<file path="src/rtl/serial_parity_pkg.sv">
// -----------------------------------------------------------------------------
// serial_parity_pkg
// Shared constants for the serial parity receiver: receiver state encodings,
// default frame geometry and helpers that size the bit counter from the
// data width of a given instance.
// -----------------------------------------------------------------------------
package serial_parity_pkg;

    localparam int DEFAULT_DATA_W = 8;
    localparam int FRAME_BITS     = DEFAULT_DATA_W + 1;

    localparam logic [0:0] IDLE = 1'b0;
    localparam logic [0:0] RECV = 1'b1;

    // Data bits plus the trailing parity bit.
    function automatic int frame_bits(input int data_w);
        return data_w + 1;
    endfunction

    // Bit counter must reach DATA_W, the index of the parity bit.
    function automatic int cnt_width(input int data_w);
        return $clog2(frame_bits(data_w));
    endfunction

endpackage

</file>
<file path="src/rtl/serial_parity_rx_parity_reduce.sv">
// -----------------------------------------------------------------------------
// parity_reduce
// Combinational XOR reduction of a W-bit vector.
//   vec : input vector
//   par : 1 when vec holds an odd number of ones
// -----------------------------------------------------------------------------
module parity_reduce #(
    parameter int W = 9
) (
    input  logic [W-1:0] vec,
    output logic         par
);

    assign par = ^vec;

endmodule

</file>
<file path="src/rtl/serial_parity_rx.sv">
// -----------------------------------------------------------------------------
// serial_parity_rx
// Shifts in a serial frame of DATA_W data bits (LSB first) followed by one
// parity bit, checks parity over the whole frame and presents the data with
// an error flag through a one-entry valid/ready output register.
//
// Ports:
//   clk          rising-edge clock
//   rst          synchronous active-high reset
//   bit_valid    qualifies bit_in / frame_start
//   bit_in       serial data or parity bit
//   frame_start  with bit_valid: bit_in is data bit 0 of a new frame
//   out_valid    out_data / out_perr hold a received frame
//   out_ready    consumer accepts on out_valid && out_ready
//   out_data     received data, bit 0 = first bit on the line
//   out_perr     parity check failed for this frame
//   err_count    saturating count of frames with a parity error
//   overrun      sticky: a completed frame was dropped (output full)
//   clr_err      clears err_count and overrun
//
// State | Meaning
// ------+-----------------------------------------------------------
// IDLE  | waiting for a frame_start bit
// RECV  | collecting data bits at index cnt; cnt == DATA_W is parity
// -----------------------------------------------------------------------------
module serial_parity_rx
    import serial_parity_pkg::*;
#(
    parameter int DATA_W     = 8,
    parameter int PARITY_ODD = 0,
    parameter int ERR_CNT_W  = 8
) (
    input  logic                 clk,
    input  logic                 rst,
    input  logic                 bit_valid,
    input  logic                 bit_in,
    input  logic                 frame_start,
    output logic                 out_valid,
    input  logic                 out_ready,
    output logic [DATA_W-1:0]    out_data,
    output logic                 out_perr,
    output logic [ERR_CNT_W-1:0] err_count,
    output logic                 overrun,
    input  logic                 clr_err
);

    localparam int                   CNT_W    = cnt_width(DATA_W);
    localparam logic [CNT_W-1:0]     LAST_IDX = CNT_W'(DATA_W);
    localparam logic [ERR_CNT_W-1:0] ERR_MAX  = '1;

    logic [0:0]        state;
    logic [CNT_W-1:0]  cnt;
    logic [DATA_W-1:0] shreg;

    logic frame_done;
    logic frame_par;
    logic perr;
    logic buf_open;
    logic drop;

    // A frame_start bit always wins over the parity slot, so a restart in the
    // last position never completes the old frame.
    assign frame_done = bit_valid && !frame_start && (state == RECV) && (cnt == LAST_IDX);

    // Parity is checked over the stored data and the parity bit on the line.
    parity_reduce #(
        .W (DATA_W + 1)
    ) u_parity_reduce (
        .vec ({bit_in, shreg}),
        .par (frame_par)
    );

    assign perr     = frame_par ^ (PARITY_ODD != 0);
    assign buf_open = !out_valid || out_ready;
    assign drop     = frame_done && !buf_open;

    always_ff @(posedge clk) begin
        if (rst) begin
            state <= IDLE;
            cnt   <= '0;
            shreg <= '0;
        end else if (bit_valid) begin
            if (frame_start) begin
                state <= RECV;
                cnt   <= CNT_W'(1);
                shreg <= DATA_W'(bit_in);
            end else if (state == RECV) begin
                if (cnt == LAST_IDX) begin
                    state <= IDLE;
                    cnt   <= '0;
                end else begin
                    // Upper bits were cleared at frame start, so OR-in is enough.
                    shreg <= shreg | (DATA_W'(bit_in) << cnt);
                    cnt   <= cnt + 1'b1;
                end
            end
        end
    end

    always_ff @(posedge clk) begin
        if (rst) begin
            out_valid <= 1'b0;
            out_data  <= '0;
            out_perr  <= 1'b0;
        end else begin
            if (out_valid && out_ready) begin
                out_valid <= 1'b0;
            end
            // Loading in the handshake cycle overrides the clear above.
            if (frame_done && buf_open) begin
                out_valid <= 1'b1;
                out_data  <= shreg;
                out_perr  <= perr;
            end
        end
    end

    // Dropped frames still count; a clear never swallows a same-cycle event.
    always_ff @(posedge clk) begin
        if (rst) begin
            err_count <= '0;
            overrun   <= 1'b0;
        end else begin
            if (clr_err) begin
                err_count <= (frame_done && perr) ? ERR_CNT_W'(1) : '0;
            end else if (frame_done && perr && (err_count != ERR_MAX)) begin
                err_count <= err_count + 1'b1;
            end

            if (drop) begin
                overrun <= 1'b1;
            end else if (clr_err) begin
                overrun <= 1'b0;
            end
        end
    end

endmodule
</file>
<file path="config.mk">
export PLATFORM = sky130hd
export DESIGN_NAME = serial_parity_rx
export DESIGN_NICKNAME = d
export VERILOG_FILES = /design/src/rtl/serial_parity_pkg.sv /design/src/rtl/serial_parity_rx_parity_reduce.sv /design/src/rtl/serial_parity_rx.sv
export SDC_FILE = /design/constraint.sdc
export NUM_CORES = 1
export LEC_CHECK = 0
export CELL_PAD_IN_SITES_DETAIL_PLACEMENT = 1
export CELL_PAD_IN_SITES_GLOBAL_PLACEMENT = 1
export CORE_MARGIN = 2
export CORE_UTILIZATION = 39
export CTS_CLUSTER_SIZE = 25
export DETAILED_ROUTE_END_ITERATION = 10
export PLACE_DENSITY = 0.79
export SYNTH_ARGS = -nofsm -noshare
export SYNTH_HDL_FRONTEND = slang
export SYNTH_HIERARCHICAL = 1
export SYNTH_SLANG_ARGS = --single-unit
</file>
<file path="constraint.sdc">
create_clock -name clk -period 2.6 [get_ports clk]
set_input_delay 0.52 -clock clk [delete_from_list [all_inputs] [get_ports clk]]
set_output_delay 0.52 -clock clk [all_outputs]
set_load 0.005 [all_outputs]
</file>
======== Yosys cells after proc, flatten, opt, wreduce, memory -nomap -nowiden ========
Cells that the tools add are included.
cells by class
  add/subtract/negate cells ............... 2
  eq/ne operators ......................... 3
  shift-type cells ........................ 1
  mux-type cells .......................... 16
  bitwise gates (word level) .............. 1
  reductions and logical operators ........ 19
operators with widths
  cell                                                            count
  8-bit two-way mux                                               5
  4-bit two-way mux                                               3
  9-bit XOR reduction                                             1
  8-bit by 1-bit adder with 8-bit output (second input constant)  1
  1-bit logical AND                                               8
  1-bit two-way mux                                               8
  8-bit inequality test (second input constant)                   1
  8-bit OR                                                        1
  2-bit nonzero test                                              4
  1-bit by 4-bit << shifter with 8-bit output                     1
  4-bit by 1-bit adder with 4-bit output (second input constant)  1
  4-bit equality test (second input constant)                     1
  1-bit zero test                                                 3
  3-bit AND reduction                                             1
  2-bit inequality test (second input constant)                   1
  2-bit AND reduction                                             1
  1-bit logical OR                                                1
storage, ports and cells
  register bits ........................... 32
  input port bits ......................... 7
  output and inout port bits .............. 19
  word-level logic and storage cells ...... 50

======== Logic depth before layout (Yosys ltp) ========
Gate-level depths: netlist of run 1.
  depth after elaboration ................. 8
  mapped depth ............................ 8
  depth with buffers taken out ............ 7

======== Hierarchy ========
Netlist of run 1, hierarchy kept.
by module, submodules not included
  module            instances  cells each  area each (sq um)
  serial_parity_rx  1          164         1453.9
  parity_reduce     1          7           82.6

======== Worst setup path before layout of run 1 ========
OpenSTA, ideal clock, no wires.
  path kind ............................... input-to-reg
  from .................................... input port bit_in
  to ...................................... register err_count[4]
  setup time .............................. 0.070 ns
  arrival time ............................ 2.155 ns
  required time ........................... 2.530 ns
  slack ................................... 0.376 ns
  stages .................................. 8
  cells stage by stage .................... xnor2_1 > xnor3_1 > xnor2_1 > nand3_1 > or2_1 > clkbuf_2 > or4_1 > a21oi_1
on the way
  word-level cells in the longest chain between the ends .. 4
ends and longest elaborated chain
  item                                 line                                  RTL
  from (decl)                          serial_parity_rx.sv:36                input logic bit_in,
  9-bit XOR reduction                  serial_parity_rx_parity_reduce.sv:14  assign par = ^vec;
  named net frame_par                  serial_parity_rx.sv:56                logic frame_par;
  1-bit logical AND (2 in a row)       serial_parity_rx.sv:126               end else if (frame_done && perr && (err_count != ERR_MAX)) begin
  2-bit nonzero test (no source line)  --
  to (signal assigned)                 serial_parity_rx.sv:125               err_count <= (frame_done && perr) ? ERR_CNT_W'(1) : '0;
  to (signal assigned)                 serial_parity_rx.sv:127               err_count <= err_count + 1'b1;
  to (decl)                            serial_parity_rx.sv:42                output logic [ERR_CNT_W-1:0] err_count,
The timed path passes the listed nets, and every way through them passes these cells.
A chain may end at the register's enable or synchronous reset.

======== Final worst setup path of run 1 ========
  from .................................... input port bit_in
  to ...................................... register err_count[5]
Same word-level chain as after synthesis.

==> impl_metrics.yaml, run 1 <==
critical_path:
  crit_type: "in2reg"
  cpPeakStageDelay_ns: 0.51
  worst-endpoint-required_ns: 2.81
  timing.rr.end: "err_count[5]"
  cp_data_arrival_time_ns: 2.71
  cp_num_buf_inv: 1
  worstPathCellList: "clkdlybuf4s50_1, xnor2_1, xnor3_1, xnor2_2, nand3_1, or2_4, or4_1, a21oi_1"
  crit-reg2reg-launch: "shreg[4]"
  critical_path.slowest_cell: "or4_1"
  start_kind: "input port"
  worst_path_dominant_cell_family: "simple AND/OR/NAND/NOR gates"
  ff2ff_path_depth: 7
  r2r_slack_ns: 0.30
  crit_path_cell_count: 8
  setup.worst_path.end_class: "flop"
  critPathMaxFanout: 5
yosys:
  synth.lib_cells_used.distinct: 44
  number_of_enable_type_register_cells_in_the_synthesized_netlist: 0
  ys_seq_area_frac: 0.417
  avgSynthCellArea_um2: 8.99
  synthFlopType: "dfxtp_1"
  netlist_top_cells_area: "dfxtp_1 42%, mux2i_1 6.5%, nor2_1 6.4%, a21oi_1 3.6%, nand2_1 2.9%"
  synth_nets: 181
  netlist.area_leader.share: 0.417
  netlist_area_um2: 1540
  post_synth_inst_count: 171
  synth.ff_latch_count: 32
  postSynth.asyncResetShare: 0
  synth.largest_area_cell: "dfxtp_1"
  synth.yosys.warnings: 6
die:
  core_region_area_um2: 3720
  ios: 26
  die-width_um: 66.8
  initial_utilization: 0.413
  die_area_um2: 4460
  fp-row-count: 22
  die_span_in_y_um: 66.8
min_path:
  hold-path-endpoint: "overrun"
  hold_path.startpoint: "overrun"
  timing.hold.worst.class: "reg2reg"
  holdPathStages: 2
placement:
  place_hpwl_um: 2990
  place_congestion: 0.782
  placed_area_um2: 1870
  total_of_buffers_placed_on_input_and_output_ports: 25
  detailedPlace.worstSlack_ns: -0.195
job:
  drv_cap: 0
route:
  route.antenna.remaining_nets: 0
  detailedRoute.firstIterationViolations: 49
  avgViaCountPerCell: 5.51
  number_of_vias_in_the_routed_layout: 1371
  drt_drc_violations_left: 0
  detail_route.first_pass.iterations: 4
  detail_route.wl_per_cell_um: 15.8
  drt-total-wl_um: 3940
cts:
  post_cts_setup_repair_buffer_count: 0
  ctsResizeCount: 0
  ctsRootBufferMaster: "clkbuf_8"
  ctsHtreeMaxLevel: 2
  clk-insertion-delay-late_ns: 0.28
  clkSlewWorstSetupHoldPaths_ns: 0.06
  tritoncts_clock_tree: "yes"
  cts.sink_count: 32
  postCtsHoldBufs: 0
  cts.path.max_buffers: 2
  cts-buffers-inserted: 5
pwr:
  power_per_cell_area_nw_per_um2: 463
  power_leakage_nw: 0.791
  vdd.ir_drop.worst_uv: 286
cells_and_area:
  total_area_of_multi_input_combinational_cells_um2: 843
  finish.net_count: 213
  layout.cells.most_common: "dfxtp_1"
  layout_common_cells: "32 x dfxtp_1, 26 x nor2_1, 25 x clkdlybuf4s50_1"
  fillCellCount: 440
  layout-drive-gt1-share: 0.114
  area.sequential_um2: 641
  finalCoreUtilization: 0.526
  post_layout_instance_area_um2: 1950
  antenna_cells_inserted: 0
  area_delta_synth_final_pct: 27.1
grt:
  track_usage: 0.204
  number_of_global_route_vias_before_repair: 1450
  maximum_number_of_pins_on_one_net_before_global_route_repair: 18
  grt_total_ovfl: 0
  grt_antenna_before_repair: 0
  global_route_wire_length_before_repair_um: 6730
sta:
  max_slew_margin: 0.679
  clock.fmax_ghz: 0.400
  final.min_clock_period_ns: 2.50
  timing_hold_violations_final: 0
  final_period_util: 0.962
  fin_worst_skew_ns: 0.00540
  rsz0062_at_grt: "false"
  setup-violations-final: 0
  tightestPinTransition_ns: 0.478
  setup_ws_ns: 0.0990
  slew_viols_final: 0
outcome:
  run_status: "complete, no violations"
## worst max path at each step
stage	startpoint	to	slack, ns
after floorplan	bit_in	err_count[4]	0.38
after global placement	bit_in	err_count[5]	-0.1
after detailed placement	bit_in	err_count[4]	-0.20
after CTS	bit_in	err_count[5]	0.05
after global routing	bit_in	err_count[5]	0.002
final	bit_in	err_count[5]	0.1
## flip-flops by register name, indices dropped and copies added (netlist names)
signal / flops
overrun: 1
err_count: 8
state: 1
cnt: 4
out_valid: 1
shreg: 8
out_data: 8
out_perr: 1
## logic make-up (layout without fill, tap and decap cells)
logic type | after synthesis | count (layout) | synth area share
and+or+nand+nor | 70 | 70 | 0.239
AOI/OAI and AO/OA | 35 | 35 | 0.156
DFF | 32 | 32 | 0.417
buffers and inverters | 14 | 44 | 0.0456
muxes | 10 | 10 | 0.0651
xor gates and xnor gates | 7 | 7 | 0.0537
adders and majority gates | 3 | 3 | 0.0244
## tightest hold or removal path, stage by stage (launching register included)
cell,delay [ns]
dfxtp_1,0.33
a2bb2oi_1,0.06
nor2_1,0.07
## power breakdown
part / internal, mW / total, mW / switching (mW)
Sequential: 0.494 / 0.501 / 0.00705
Combinational: 0.0319 / 0.0687 / 0.0368
Clock: 0.172 / 0.334 / 0.162
## cells in the mapped netlist (2+ instances only)
cell type,count
a21oi_1,11
a31oi_1,5
a41o_1,2
a41oi_1,3
and3_1,3
buf_1,2
buf_4,2
clkbuf_1,3
dfxtp_1,32
ha_1,3
inv_1,4
mux2i_1,10
nand2_1,12
nand2b_1,3
nand3_1,8
nand4_1,2
nor2_1,26
nor3_1,2
nor3b_1,2
nor4_1,2
o21ai_0,4
o31ai_1,3
or4_1,3
xnor2_1,4
## area by class of cell
type	instances	area share
Timing Repair Buffer	35	0.167
Multi-Input combinational cell	125	0.432
Tap cell	48	0.0307
Inverter	4	0.00769
Clock buffer	5	0.0352
Sequential cell	32	0.328
## through the flow
stage | hold slack [ns] | cells | total power, mW | setup TNS (ns)
3_3_place_gp | 0.472 | 244 | 0.575 | -0.286
5_1_grt | 0.532 | 249 | 0.953 | 0
3_5_place_dp | 0.485 | 244 | 0.578 | -0.578
6_report | 0.495 | 249 | 0.904 | 0
4_1_cts | 0.500 | 249 | 0.913 | 0
2_1_floorplan | 0.477 | 171 | 0.550 | 0
## routing by layer
metal / global-route usage / wire length [um]
met2: 0.390 / 2190
met3: 0.0372 / 140
met5: 0 / 0
met4: 0.0918 / 67
met1: 0.214 / 1550
No activity file was read; power rests on OpenSTA's default activity.
==> inputs of run 2 (changes only) <==
--- a/config.mk
+++ b/config.mk
@@ -5,13 +5,15 @@
 export SDC_FILE = /design/constraint.sdc
 export NUM_CORES = 1
 export LEC_CHECK = 0
+export ABC_AREA = 1
 export CELL_PAD_IN_SITES_DETAIL_PLACEMENT = 1
 export CELL_PAD_IN_SITES_GLOBAL_PLACEMENT = 1
 export CORE_MARGIN = 2
-export CORE_UTILIZATION = 39
+export CORE_UTILIZATION = 38
+export CTS_CLUSTER_DIAMETER = 100
 export CTS_CLUSTER_SIZE = 25
 export DETAILED_ROUTE_END_ITERATION = 10
-export PLACE_DENSITY = 0.79
+export PLACE_DENSITY = 0.8
 export SYNTH_ARGS = -nofsm -noshare
 export SYNTH_HDL_FRONTEND = slang
 export SYNTH_HIERARCHICAL = 1
==> run 2 against run 1 <==
Area after synthesis rose by 12%. Final area rose by 10%. First-iteration DRC count is 35% higher. Synthesized cell count rose by 44%. Count of clock-buffer cells in the layout is 2 higher. Utilization down 3.1 points. Critical path type unchanged. Critical endpoint is now err_count[6]. Largest cell class unchanged.
==> impl_metrics.yaml, run 2 <==
yosys:
  ys_seq_area_frac: 0.373
  synth.ff_latch_count: 32
  synth_compound_gate_area_share: 0.136
  synth.yosys.warnings: 6
  synth_fa_ha_area_frac: 0.0218
  synthMostInstantiatedCell: "nand2_1"
  synth_top_family_by_area: "simple AND/OR/NAND/NOR gates"
  xor_xnor_portion_of_the_synthesized_cell_area: 0.0153
  synth.lib_cells_used.distinct: 27
  postSynth.asyncResetShare: 0
  netlist_top_cells_count: "58 x nand2_1, 32 x dfxtp_1, 31 x nor2_1"
  synthSimpleGateAreaFrac: 0.374
  netlist_top_cells_area: "dfxtp_1 37%, nand2_1 13%, nand3_1 7.0%, nor2_1 6.8%, a21oi_1 6.1%"
  avgSynthCellArea_um2: 6.98
  netlist.area_leader.share: 0.373
  netlist_area_um2: 1720
  synth_nets: 256
  synthFlopType: "dfxtp_1"
  synth.largest_area_cell: "dfxtp_1"
  post_synth_inst_count: 246
  synth_mux_area_frac: 0
  number_of_enable_type_register_cells_in_the_synthesized_netlist: 0
cts:
  ctsHtreeMaxLevel: 2
  cts-buffers-inserted: 5
  clk-insertion-delay-late_ns: 0.29
  ctsResizeCount: 0
  cts.path.max_buffers: 2
  postCtsHoldBufs: 0
  tritoncts_clock_tree: "yes"
  clkSlewWorstSetupHoldPaths_ns: 0.07
  post_cts_setup_repair_buffer_count: 0
  ctsRootBufferMaster: "clkbuf_8"
  cts.sink_count: 32
critical_path:
  start_kind: "input port"
  worst-endpoint-required_ns: 2.79
  setup.worst_path.end_class: "flop"
  worst_path_dominant_cell_family: "buffers and inverters"
  setup.worst_path.start: "bit_in"
  crit-reg2reg-launch: "cnt[0]"
  critical-path-top-cell-by-count: "nand2_1"
  critPathMaxFanout: 7
  cpPeakStageDelay_ns: 0.59
  cp_num_buf_inv: 3
  crit_type: "in2reg"
  critical_path.slowest_cell: "clkdlybuf4s50_1"
  cp_data_arrival_time_ns: 2.20
  worstPathCellList: "clkdlybuf4s50_1, inv_1, nand2_2, nand2_1, nand2_2, nand2_1, nand2_1, nand2_1, inv_1, nand3_4, nor2_4, nand2_1, nand2_1, a21oi_2"
grt:
  grt_antenna_before_repair: 0
  maximum_number_of_pins_on_one_net_before_global_route_repair: 13
  global_route_wire_length_before_repair_um: 7610
  number_of_global_route_vias_before_repair: 1619
  grt_total_ovfl: 0
  track_usage: 0.192
die:
  die_span_in_y_um: 71.2
  die_area_um2: 5070
  die-width_um: 71.2
  core_region_area_um2: 4350
  initial_utilization: 0.395
  ios: 26
  fp-row-count: 24
sta:
  clock.fmax_ghz: 0.499
  tightestPinTransition_ns: 0.523
  totalNegativeSetupSlack_ns: 0
  rsz0062_at_grt: "false"
  timing_hold_violations_final: 0
  slew_viols_final: 0
  max_slew_margin: 0.650
  final.min_clock_period_ns: 2.00
  fin_worst_skew_ns: 0.00389
  final_period_util: 0.771
  setup-violations-final: 0
  setup_ws_ns: 0.595
  fin_hold_ws_ns: 0.463
cells_and_area:
  finish.net_count: 287
  layout-drive-gt1-share: 0.140
  layout.cells.most_common: "nand2_1"
  fillCellCount: 564
  post_layout_instance_area_um2: 2150
  area_delta_synth_final_pct: 25.4
  largestRegisters: "err_count x8, out_data x8, shreg x8"
  finalCoreUtilization: 0.495
  antenna_cells_inserted: 0
  finish.cell_count_without_fillers: 330
  layout_common_cells: "58 x nand2_1, 32 x dfxtp_1, 31 x nor2_1"
placement:
  place_hpwl_um: 3390
  place_congestion: 0.798
  detailedPlace.worstSlack_ns: 0.313
  placed_area_um2: 2030
  total_of_buffers_placed_on_input_and_output_ports: 25
  dpl.cell_count: 322
route:
  number_of_vias_in_the_routed_layout: 1664
  detail_route.wl_per_cell_um: 13.5
  detailedRoute.firstIterationViolations: 66
  drt_drc_violations_left: 0
  drt-total-wl_um: 4460
  route.antenna.remaining_nets: 0
  detail_route.first_pass.iterations: 4
  avgViaCountPerCell: 5.04
pwr:
  vdd.ir_drop.worst_uv: 281
  total_power_mw: 1.11
  power_leakage_nw: 0.797
  power_per_cell_area_nw_per_um2: 517
job:
  drv_cap: 0
min_path:
  hold_path.startpoint: "out_data[4]"
  timing.hold.worst.class: "reg2reg"
outcome:
  run_status: "complete, no violations"
## run 2: power by group
| group | internal [mW] | total (mW) | switching, mW |
|---|---|---|---|
| combinational | 0.0290 | 0.0812 | 0.0522 |
| sequential | 0.495 | 0.502 | 0.00713 |
| clock | 0.338 | 0.529 | 0.191 |
## run 2: worst register-to-register path, stage by stage (launching register included)
cell,delay [ns]
dfxtp_1,0.37
inv_1,0.13
ha_1,0.21
nand3_2,0.12
nor2_4,0.32
nand3_4,0.16
nand2_2,0.15
nand2_1,0.08
a21oi_2,0.10
## run 2: cells by family after synthesis
group / count (synthesis)
buf+inv: 34
flops: 32
compound gates: 39
xor+xnor: 3
simple gates: 135
fa+ha+maj: 3
## run 2: area by class of cell
| class | instances | area, um2 | share of cell area |
|---|---|---|---|
| inverter | 31 | 116 | 0.0540 |
| sequential | 32 | 641 | 0.297 |
| clock buffer | 7 | 96.3 | 0.0447 |
| tap | 52 | 65.1 | 0.0302 |
| multi-input combinational | 180 | 941 | 0.437 |
| clock inverter | 1 | 30.0 | 0.0139 |
| timing repair buffer | 27 | 265 | 0.123 |
## run 2: path summary, 6_finish.rpt
path	to	slack, ns	cells past startpoint
worst max-delay path	err_count[6]	0.60	14
worst min-delay path	out_data[4]	0.46	2
worst max register to register	err_count[4]	0.89	8
worst min register to register	out_data[4]	0.46	2
## run 2: metal layers
metal  routed length, um  share of wire  up-vias  track usage
li1                    -              -      851            -
met1                2220           0.50      783        0.262
met2                2000           0.45       22        0.288
met3                 152          0.034        8       0.0534
met4                  92          0.021        0       0.0755
met5                   0              0        -            0
